<file path="src/rtl/alu_exec_ctrl_pkg.sv">
// Shared constants and types for the ALU execute-stage controller.
// Optional feature macro: ALU_EXEC_SKIP_EN (early completion of non-writing instructions).
package alu_exec_ctrl_pkg;

   localparam logic [3:0] OP_ADD = 4'b0000;
   localparam logic [3:0] OP_ADI = 4'b0001;
   localparam logic [3:0] OP_NDU = 4'b0010;

   localparam logic [1:0] CZ_ALW = 2'b00;
   localparam logic [1:0] CZ_C   = 2'b10;
   localparam logic [1:0] CZ_Z   = 2'b01;

   localparam logic ALU_ADD  = 1'b0;
   localparam logic ALU_NAND = 1'b1;

   typedef enum logic [1:0] {
      ST_IDLE = 2'd0,
      ST_READ = 2'd1,
      ST_EXEC = 2'd2,
      ST_WB   = 2'd3
   } alu_state_t;

   function automatic logic [15:0] sext6(input logic [5:0] v);
      return {{10{v[5]}}, v};
   endfunction

endpackage

</file>
<file path="src/rtl/alu_exec_cond.sv">
// Write-condition and legality decode for one arithmetic/logic instruction.
module alu_exec_cond
   import alu_exec_ctrl_pkg::*;
(
   input  logic [3:0] opcode,
   input  logic [1:0] cz,
   input  logic       flag_c,
   input  logic       flag_z,
   output logic       wr,
   output logic       err
);

   always_comb begin
      wr  = 1'b0;
      err = 1'b0;
      case (opcode)
         // ADI has no condition field, so cz==11 is not illegal for it
         OP_ADI: wr = 1'b1;
         OP_ADD, OP_NDU: begin
            case (cz)
               CZ_ALW:  wr = 1'b1;
               CZ_C:    wr = flag_c;
               CZ_Z:    wr = flag_z;
               default: err = 1'b1;
            endcase
         end
         default: err = 1'b1;
      endcase
   end

endmodule

</file>
<file path="src/rtl/alu_exec_ctrl.sv">
// Multicycle execute controller for ADD/ADC/ADZ/ADI/NDU/NDC/NDZ; owns carry/zero flags.
// Optional feature macro: ALU_EXEC_SKIP_EN lets non-writing instructions finish in EXEC.
module alu_exec_ctrl
   import alu_exec_ctrl_pkg::*;
(
   input  logic        clk,
   input  logic        rst_n,
   input  logic        start,
   input  logic [3:0]  opcode,
   input  logic [1:0]  cz,
   input  logic [2:0]  ra,
   input  logic [2:0]  rb,
   input  logic [2:0]  rc,
   input  logic [5:0]  imm6,
   output logic        ready,
   output logic        done,
   output logic        err,
   output logic [2:0]  rf_ra1,
   output logic [2:0]  rf_ra2,
   input  logic [15:0] rf_rd1,
   input  logic [15:0] rf_rd2,
   output logic        rf_we,
   output logic [2:0]  rf_wa,
   output logic [15:0] rf_wd,
   output logic [15:0] alu_a,
   output logic [15:0] alu_b,
   output logic        alu_op,
   input  logic [15:0] alu_y,
   input  logic        alu_c,
   output logic        flag_c,
   output logic        flag_z,
   output alu_state_t  state_dbg
);

   // start/ready: an instruction is taken on a rising edge where start & ready are both 1;
   // ready is 1 only in IDLE, so start is ignored in every other state.

   alu_state_t state;
   logic [3:0] op_q;
   logic [1:0] cz_q;
   logic [5:0] imm_q;
   logic       c_q;
   logic       wr_q;
   logic [3:0] cond_op;
   logic [1:0] cond_cz;
   logic       cond_wr;
   logic       cond_err;

   assign ready     = (state == ST_IDLE);
   assign state_dbg = state;

   // Decode the live inputs while idle (legality at accept), latched fields afterwards.
   // Flags only move on the WB edge, so READ-cycle flags equal the EXEC-entry flags.
   assign cond_op = ready ? opcode : op_q;
   assign cond_cz = ready ? cz : cz_q;

   alu_exec_cond u_cond (
      .opcode (cond_op),
      .cz     (cond_cz),
      .flag_c (flag_c),
      .flag_z (flag_z),
      .wr     (cond_wr),
      .err    (cond_err)
   );

   always_ff @(posedge clk or negedge rst_n) begin
      if (!rst_n) begin
         state  <= ST_IDLE;
         op_q   <= '0;
         cz_q   <= '0;
         imm_q  <= '0;
         c_q    <= 1'b0;
         wr_q   <= 1'b0;
         done   <= 1'b0;
         err    <= 1'b0;
         rf_ra1 <= '0;
         rf_ra2 <= '0;
         rf_we  <= 1'b0;
         rf_wa  <= '0;
         rf_wd  <= '0;
         alu_a  <= '0;
         alu_b  <= '0;
         alu_op <= ALU_ADD;
         flag_c <= 1'b0;
         flag_z <= 1'b0;
      end else begin
         case (state)
            ST_IDLE: begin
               if (start) begin
                  op_q   <= opcode;
                  cz_q   <= cz;
                  imm_q  <= imm6;
                  rf_ra1 <= ra;
                  rf_ra2 <= rb;
                  rf_wa  <= (opcode == OP_ADI) ? rb : rc;
                  alu_op <= (opcode == OP_NDU) ? ALU_NAND : ALU_ADD;
                  if (cond_err) begin
                     err   <= 1'b1;
                     done  <= 1'b1;
                     state <= ST_WB;
                  end else begin
                     state <= ST_READ;
                  end
               end
            end
            ST_READ: begin
               alu_a <= rf_rd1;
               alu_b <= (op_q == OP_ADI) ? sext6(imm_q) : rf_rd2;
               wr_q  <= cond_wr;
`ifdef ALU_EXEC_SKIP_EN
               done  <= ~cond_wr;
`endif
               state <= ST_EXEC;
            end
            ST_EXEC: begin
               rf_wd <= alu_y;
               c_q   <= alu_c;
               rf_we <= wr_q;
               done  <= 1'b1;
               state <= ST_WB;
`ifdef ALU_EXEC_SKIP_EN
               if (!wr_q) begin
                  done  <= 1'b0;
                  state <= ST_IDLE;
               end
`endif
            end
            ST_WB: begin
               // rf_we doubles as the latched write condition for the flag update
               if (rf_we) begin
                  flag_z <= (rf_wd == 16'h0000);
                  if (op_q != OP_NDU) flag_c <= c_q;
               end
               rf_we <= 1'b0;
               done  <= 1'b0;
               err   <= 1'b0;
               state <= ST_IDLE;
            end
            default: state <= ST_IDLE;
         endcase
      end
   end

endmodule

</file>
<file path="config.mk">
export PLATFORM = sky130hd
export DESIGN_NAME = alu_exec_ctrl
export DESIGN_NICKNAME = d
export VERILOG_FILES = /design/src/rtl/alu_exec_ctrl_pkg.sv /design/src/rtl/alu_exec_cond.sv /design/src/rtl/alu_exec_ctrl.sv
export SDC_FILE = /design/constraint.sdc
export NUM_CORES = 1
export LEC_CHECK = 0
export BUFFER_PORTS_ARGS = -buffer_cell sky130_fd_sc_hd__buf_2
export CORE_AREA = 2 2 91 93
export DETAILED_ROUTE_END_ITERATION = 10
export DIE_AREA = 0 0 93 95
export GPL_ROUTABILITY_DRIVEN = 0
export PLACE_DENSITY = 0.78
export SLEW_MARGIN = 20
export SYNTH_ARGS = -nofsm -noshare
export SYNTH_HDL_FRONTEND = slang
export SYNTH_HIERARCHICAL = 1
export SYNTH_SLANG_ARGS = --single-unit
</file>
<file path="constraint.sdc">
create_clock -name clk -period 3.4 [get_ports clk]
set_input_delay 0.85 -clock clk [delete_from_list [all_inputs] [get_ports clk]]
set_output_delay 0.85 -clock clk [all_outputs]
set_load 0.03 [all_outputs]
</file>
# Word-level counts from Yosys, hierarchy flattened
# Cells that the tools add are included.
word_totals:
  regBits: 79
  inputBits: 73
op_classes:
  eq_ne: 13
  muxes: 17
  reduce_logical: 14
ops:
  columns: ["op", "count"]
  rows:
  - ["zero test 16 bit", 1]
  - ["2-to-1 mux 16 bit", 1]
  - ["equality test 4 x 1 -> 1 bit (second input constant)", 3]
  - ["AND reduction 3 bit", 3]
  - ["equality test 4 x 2 -> 1 bit (second input constant)", 2]
  - ["one-hot mux 1 bit (2 select lines)", 4]
  - ["one-hot mux 2 bit (4 select lines)", 1]
  - ["equality test 2 bit (second input constant)", 3]
  - ["2-to-1 mux 2 bit", 3]
  - ["one-hot mux 1 bit (3 select lines)", 2]
  - ["equality test 2 x 1 -> 1 bit (second input constant)", 2]
  - ["zero test 2 bit", 2]
  - ["zero test 4 bit", 1]
  - ["2-to-1 mux 1 bit", 4]
  - ["2-to-1 mux 4 bit", 1]
  - ["inequality test 4 x 2 -> 1 bit (second input constant)", 1]
  - ["AND reduction 2 bit", 2]
  - ["nonzero test 2 bit", 2]
  - ["2-to-1 mux 3 bit", 1]
  - ["nonzero test 3 bit", 1]
  - ["OR reduction 3 bit", 1]
  - ["inequality test 2 x 1 -> 1 bit (second input constant)", 1]
  - ["inequality test 2 bit (second input constant)", 1]
  - ["OR reduction 2 bit", 1]

# Logic depth before layout (Yosys ltp)
# Gate-level depths: netlist of the first run.
logic_depth:
  ltp_word: 9
  depth_mapped: 9

# Hierarchy
# Netlist of the first run, hierarchy kept.
modules_own_cells:
  columns: ["module", "n_inst", "cells_each", "area_each_um2", "seq_area_each_um2"]
  rows:
  - ["alu_exec_ctrl", 1, 250, 3299.4, 1976.9]
  - ["alu_exec_cond", 1, 7, 45.0, 0.0]

# Worst setup path after synthesis of the first run
# OpenSTA, ideal clock, no wires.
synth_timing:
  path_kind: "flip-flop to flip-flop"
  startpoint: "reg state[0], in the netlist state_dbg[0]"
  endpoint: "reg err"
  arrival_time_ps: 2165
  required_time_ps: 3279
  slack_ps: 1114
  stages_incl_launch_ff: 10
  n_path_buf: 1
  path_cell_list: "dfrtp_1 > inv_1 > ha_1 > clkbuf_1 > mux2_2 > a211oi_2 > o21ai_0 > nand2b_1 > o22ai_1 > a22o_1"
synth_between:
  word_cells_on_any_way: 19
synth_lines:
  columns: ["element", "line", "text"]
  rows:
  - ["start, declared", "alu_exec_ctrl.sv:38", "alu_state_t state;"]
  - ["start signal, assigned", "alu_exec_ctrl.sv:68", "state <= ST_IDLE;"]
  - ["start signal, assigned", "alu_exec_ctrl.sv:100", "state <= ST_WB;"]
  - ["start signal, assigned", "alu_exec_ctrl.sv:102", "state <= ST_READ;"]
  - ["zero test 2 bit *", "alu_exec_ctrl.sv:49", "assign ready = (state == ST_IDLE);"]
  - ["2-to-1 mux 4 bit *", "alu_exec_ctrl.sv:54", "assign cond_op = ready ? opcode : op_q;"]
  - ["net cond_op[1]", "alu_exec_ctrl.sv:44", "logic [3:0] cond_op;"]
  - ["equality test 4 x 2 -> 1 bit / zero test 4 bit (equally long branches)", "alu_exec_cond.sv:16", "case (opcode)"]
  - ["OR reduction 2 bit", "alu_exec_cond.sv:16", null]
  - ["one-hot mux 1 bit (2 select lines) *", "alu_exec_cond.sv:16", null]
  - ["net cond_err", "alu_exec_ctrl.sv:47", "logic cond_err;"]
  - ["inequality test 2 x 1 -> 1 bit (no line) *", null, null]
  - ["AND reduction 3 bit (no line) *", null, null]
  - ["end signal, assigned", "alu_exec_ctrl.sv:75", "err <= 1'b0;"]
  - ["end signal, assigned", "alu_exec_ctrl.sv:98", "err <= 1'b1;"]
  - ["end signal, assigned", "alu_exec_ctrl.sv:136", "err <= 1'b0;"]
  - ["end, declared", "alu_exec_ctrl.sv:17", "output logic err,"]
# Mark *: on every way through the listed nets, which the timed path passes. The rest lies on a longest branch.
# A chain may end at the register's enable or synchronous reset.

# Worst setup path in the final report of the first run
layout_timing:
  startpoint: "reg state[0], in the netlist state_dbg[0]"
  endpoint: "out ready"
layout_between:
  elab_chain_len: 1
layout_rtl:
  columns: ["element", "line", "text"]
  rows:
  - ["zero test 2 bit", "alu_exec_ctrl.sv:49", null]
  - ["end, declared", "alu_exec_ctrl.sv:15", "output logic ready,"]
# Every way passes these cells.

==> results of run 1 <==
-- layout by cell type (no fill, tap or decap), drive strengths merged, types with 2 or more instances in the layout --
cell type	Yosys	layout
a21oi	7	7
a31oi	11	11
buf	4	140
bufinv	0	3
clkbuf	9	10
dfrtp	79	79
ha	6	6
inv	5	5
mux2	59	59
mux2i	10	10
nand2	20	20
nand2b	2	2
nor2	18	18
nor2b	2	2
nor4	4	4
nor4b	2	2
o21ai	8	8
or4b	2	2
-- area by class of cell --
class | count | area [um2]
clock inverters | 5 | 106
clock buffers | 10 | 138
inverters | 5 | 18.8
fillers | 712 | 3550
repair buffers | 140 | 721
flip-flops and latches | 79 | 1980
multi-input cells | 160 | 1290
well taps | 105 | 131
-- worst max-delay path by stage --
stage,slack (ns),depth (start not counted),endpoint,from
finish,1.06,3,ready,state_dbg[0]$_DFFE_PN0P_
global route,0.91,8,err$_DFFE_PN0P_,state_dbg[0]$_DFFE_PN0P_
CTS,1.03,3,ready,state_dbg[0]$_DFFE_PN0P_
detailed placement,1.13,8,err$_DFFE_PN0P_,state_dbg[0]$_DFFE_PN0P_
global placement,1.18,7,err$_DFFE_PN0P_,opcode[1]
floorplan,1.11,9,err$_DFFE_PN0P_,state_dbg[0]$_DFFE_PN0P_
-- metal layers --
metal  vias to the layer above  GRT usage  share of wire  routed length (um)
met2                        84      0.267           0.49                3390
met5                         -          0              0                   0
met4                         0     0.0588          0.013                  88
met3                         7     0.0391          0.067                 467
li1                       1182          -              -                   -
met1                      1171      0.207           0.43                3030
-- registers in the layout, indices dropped and copies added (netlist names), 2 cells and up --
register	flops
op_q	4
rf_ra1	3
cz_q	2
alu_b	16
rf_ra2	3
state_dbg	2
rf_wa	3
alu_a	16
imm_q	6
rf_wd	16
-- critical path, stage by stage (launching register included) --
cell and delay [ns]:
dfrtp_1 0.43, inv_1 0.15, ha_1 0.32, buf_2 0.26
-- report_power, final --
part	switching [mW]	total [mW]	internal, mW	leakage, nW
Sequential	0.271	1.68	1.41	0.926
Clock	0.329	0.834	0.505	0.119
Combinational	1.46	2.37	0.907	1.09
Total	2.06	4.89	2.83	2.14
-- stage by stage --
step | power (mW) | instance area [um2] | utilization | std cells | setup WS, ns
detailed placement | 4.11 | 4120 | 0.519 | 488 | 1.13
finish | 4.89 | 4380 | 0.552 | 504 | 1.06
CTS | 4.95 | 4360 | 0.550 | 503 | 1.03
floorplan | 3.43 | 3340 | - | 257 | 1.11
global route | 5.22 | 4380 | 0.552 | 504 | 0.905
global placement | 4.03 | 4120 | 0.519 | 488 | 1.18
-- cells by family (layout without fill, tap and decap cells) --
kind of cell | Yosys count | in the layout | share of synthesized area
simple gates | 53 | 53 | 0.0748
flops | 79 | 79 | 0.591
mux | 69 | 69 | 0.229
fa+ha+maj | 6 | 6 | 0.0224
compound gates | 32 | 32 | 0.0584
buf+inv | 18 | 160 | 0.0247
==> run metrics, run 1 <==
Post-route DRC 0; Final period util 0.687; worst reg-to-reg path cell count 8; drt pass-1 iters 4; count leader, synth dfrtp_1; post-DP HPWL 5060 um; most instantiated cells after synthesis dfrtp_1, mux2_2, nand2_1, nor2_1, a31oi_1; crit start category register; CTS buffer count 9; Worst EP arrival 1.49 ns; Die Wd 93 um; count of pins over their slew limit 0; H-tree depth 3; Area Growth Syn to Fin 30.9%; Critical R2R Capture err$_DFFE_PN0P_; cell taking the most area after synthesis dfrtp_1; clock tree buffer depth 2; fin nets 474; CP required 2.55 ns; post-route ant nets 0; setup TNS 0 ns; CP Capture Type output pin; PwrDens 1120 nW/um2; Worst Path Max Fanout 6; FMAX 428 MHz; FP Rows 33; worst vdd ir 0.578 mV; I/O Buffers 138; Boundary Pins 139; clk slew on worst S/H paths 0.08 ns; syn nets 336; worst hold path class in2async; die area 8840 um2; final hold vios 0; first-pass GRT wire length 11100 um; synth unique cells 28; post-cts hold buffer count 0; Setup violations, final 0; Chip Height 95 um; via count 2444; Total GRT Usage 0.161; Post-synth EDFFs 0; Leak 2.14 nW; max_cap viols 0; critical path class reg2out; instance count of the mapped netlist 257; register area share after synthesis 0.591; FF-to-FF Start state_dbg[0]$_DFFE_PN0P_; TritonCTS clock tree done; synth top area cells dfrtp_1, mux2_2, mux2i_1; largest net degree at the start of global routing 80; Post-CTS Setup Inserts 0; Yosys top cell area share 0.591; CTS Root Cell clkbuf_8; Rel. slew slack 0.351; unrepaired setup endpoints after global routing no; cts repair resizes 0; Hold Slack 0.458 ns; fin crit period 2.34 ns; Sink Count 79; global route overflow 0; Core Area 7930 um2; Clock Skew 0.00925 ns; Iteration-0 DRC Markers 66; Slew @ Worst Pin 0.971 ns; Yosys warning total 6; clk_lat worst skew 0.34 ns; Diodes inserted 0; Synth Register Bits 79; Post-Route WL 6970 um; FFs w/ async S/R, synth 1.00; Via-to-Cell Ratio 4.85; Mapped Area 3340 um2; layout cells sized above 1 0.546; r2r setup slk 1.14 ns; Avg WL per Cell 13.8 um; Starting Density 0.422; Post-Syn Area per Cell 13.0 um2; vias in the first global route 2315; status complete, no violations; initial antenna violation count 0; Top FF cell, synth dfrtp_1
No activity file was read; power rests on OpenSTA's default activity.
==> inputs of run 2 (changes only) <==
==> constraint.sdc (replaced) <==
create_clock -name clk -period 2.3 [get_ports clk]
set_input_delay 0.575 -clock clk [delete_from_list [all_inputs] [get_ports clk]]
set_output_delay 0.575 -clock clk [all_outputs]
set_load 0.03 [all_outputs]
==> run 2 against run 1 <==
Via count grew 1.8%. Critical endpoint is now err$_DFFE_PN0P_. Flip-flop and latch count is the same. Register-to-register slack lost 0.91 ns. Total power grew 43%. Hold slack lost 0.24 ns.
==> run metrics, run 2 (same netlist as run 1, synthesis figures left out) <==
status complete, no violations; clk slew on worst S/H paths 0.08 ns; FMAX 484 MHz; r2r setup slk 0.23 ns; Leak 2.13 nW; Sink Count 79; Rel. slew slack 0.608; post-DP HPWL 5280 um; fin nets 481; Post-CTS Setup Inserts 0; Total GRT Usage 0.169; Worst Path Max Fanout 7; Setup violations, final 0; Via-to-Cell Ratio 4.85; Slew @ Worst Pin 0.588 ns; layout cells sized above 1 0.558; worst reg-to-reg path cell count 8; final instance area 4370 um2; via count 2488; Avg WL per Cell 14.0 um; CTS Root Cell clkbuf_8; CP required 2.54 ns; Core Area 7930 um2; initial antenna violation count 1; post-route ant nets 0; GRT met2 Usage 0.273; Die Wd 93 um; met1 Use GR 0.213; Chip Height 95 um; largest net degree at the start of global routing 47; Area Growth Syn to Fin 30.8%; Clock Skew 0.00743 ns; Boundary Pins 139; filler instances 719; clk_lat worst skew 0.34 ns; die area 8840 um2; most common cell after layout, fill and taps aside buf_2; CTS buffer count 9; count of pins over their slew limit 0; first-pass GRT wire length 11600 um; vias in the first global route 2453; top flop regs alu_a x16, alu_b x16, rf_wd x16; Post-Route WL 7180 um; commonest cells after routing, fill and taps aside buf_2, dfrtp_1, mux2_2; crit start category register; Post-route DRC 0; post-cts hold buffer count 0; setup TNS 0 ns; drt pass-1 iters 4; Iteration-0 DRC Markers 66; worst vdd ir 0.976 mV; critical path class reg2reg; grt met3 use 0.0495; Final period util 0.899; I/O Buffers 138; worst hold path class in2async; CP Capture Type register; area post-placement 4190 um2; H-tree depth 3; global route overflow 0; clock tree buffer depth 2; FP Rows 33; cts repair resizes 0; Worst EP arrival 2.31 ns; Starting Density 0.422; gr busiest metal met2; unrepaired setup endpoints after global routing no; final hold vios 0; TritonCTS clock tree done; PwrDens 1600 nW/um2; fin crit period 2.07 ns; max_cap viols 0
run 2: area by class of cell:
| type | instances | area [um2] | area share |
|---|---|---|---|
| sequential | 79 | 1980 | 0.452 |
| inverter | 5 | 18.8 | 0.00429 |
| antenna | 1 | 2.50 | 0.000572 |
| clock inverter | 6 | 43.8 | 0.0100 |
| clock buffer | 10 | 138 | 0.0315 |
| multi-input combinational | 160 | 1290 | 0.295 |
| timing repair buffer | 147 | 773 | 0.177 |
| tap | 105 | 131 | 0.0300 |
run 2: layer usage:
metal,wire length [um],up-vias
met5,0,-
met4,137,0
met3,493,10
met2,3450,92
met1,3100,1186
li1,-,1200
run 2: final timing paths:
kind                                     startpoint               endpoint
max                        state_dbg[0]$_DFFE_PN0P_        err$_DFFE_PN0P_
min                                           rst_n   alu_a[0]$_DFFE_PN0N_
max reg2reg                state_dbg[0]$_DFFE_PN0P_        err$_DFFE_PN0P_
min reg2reg                    rf_wa[2]$_DFFE_PN0P_   rf_wa[2]$_DFFE_PN0P_
max in group asynchronous                     rst_n   imm_q[1]$_DFFE_PN0P_
min in group clk                         rf_rd1[10]  alu_a[10]$_DFFE_PN0N_
run 2: power breakdown:
part | internal [mW] | switching [mW]
sequential | 2.09 | 0.386
combinational | 1.39 | 2.19
clock | 0.423 | 0.514
total | 3.90 | 3.09
run 2: per-stage QoR:
stage / util / setup WS [ns] / hold WS, ns / cells / power (mW)
2_1_floorplan: - / 0.0137 / 0.279 / 257 / 5.08
3_3_place_gp: 0.528 / 0.172 / 0.455 / 496 / 6.00
3_5_place_dp: 0.528 / 0.112 / 0.470 / 496 / 6.12
4_1_cts: 0.551 / 0.0927 / 0.239 / 512 / 7.07
5_1_grt: 0.552 / 0.0495 / 0.255 / 513 / 7.49
6_report: 0.552 / 0.232 / 0.223 / 513 / 6.99
run 2: critical path, cell delays in order, from the launching register on:
cell      delay [ns]
dfrtp_1         0.38
inv_1           0.13
ha_2            0.27
mux2_2          0.36
a211oi_2        0.25
o21ai_1         0.17
nand2b_1        0.11
o22ai_1         0.06
a22o_1          0.24
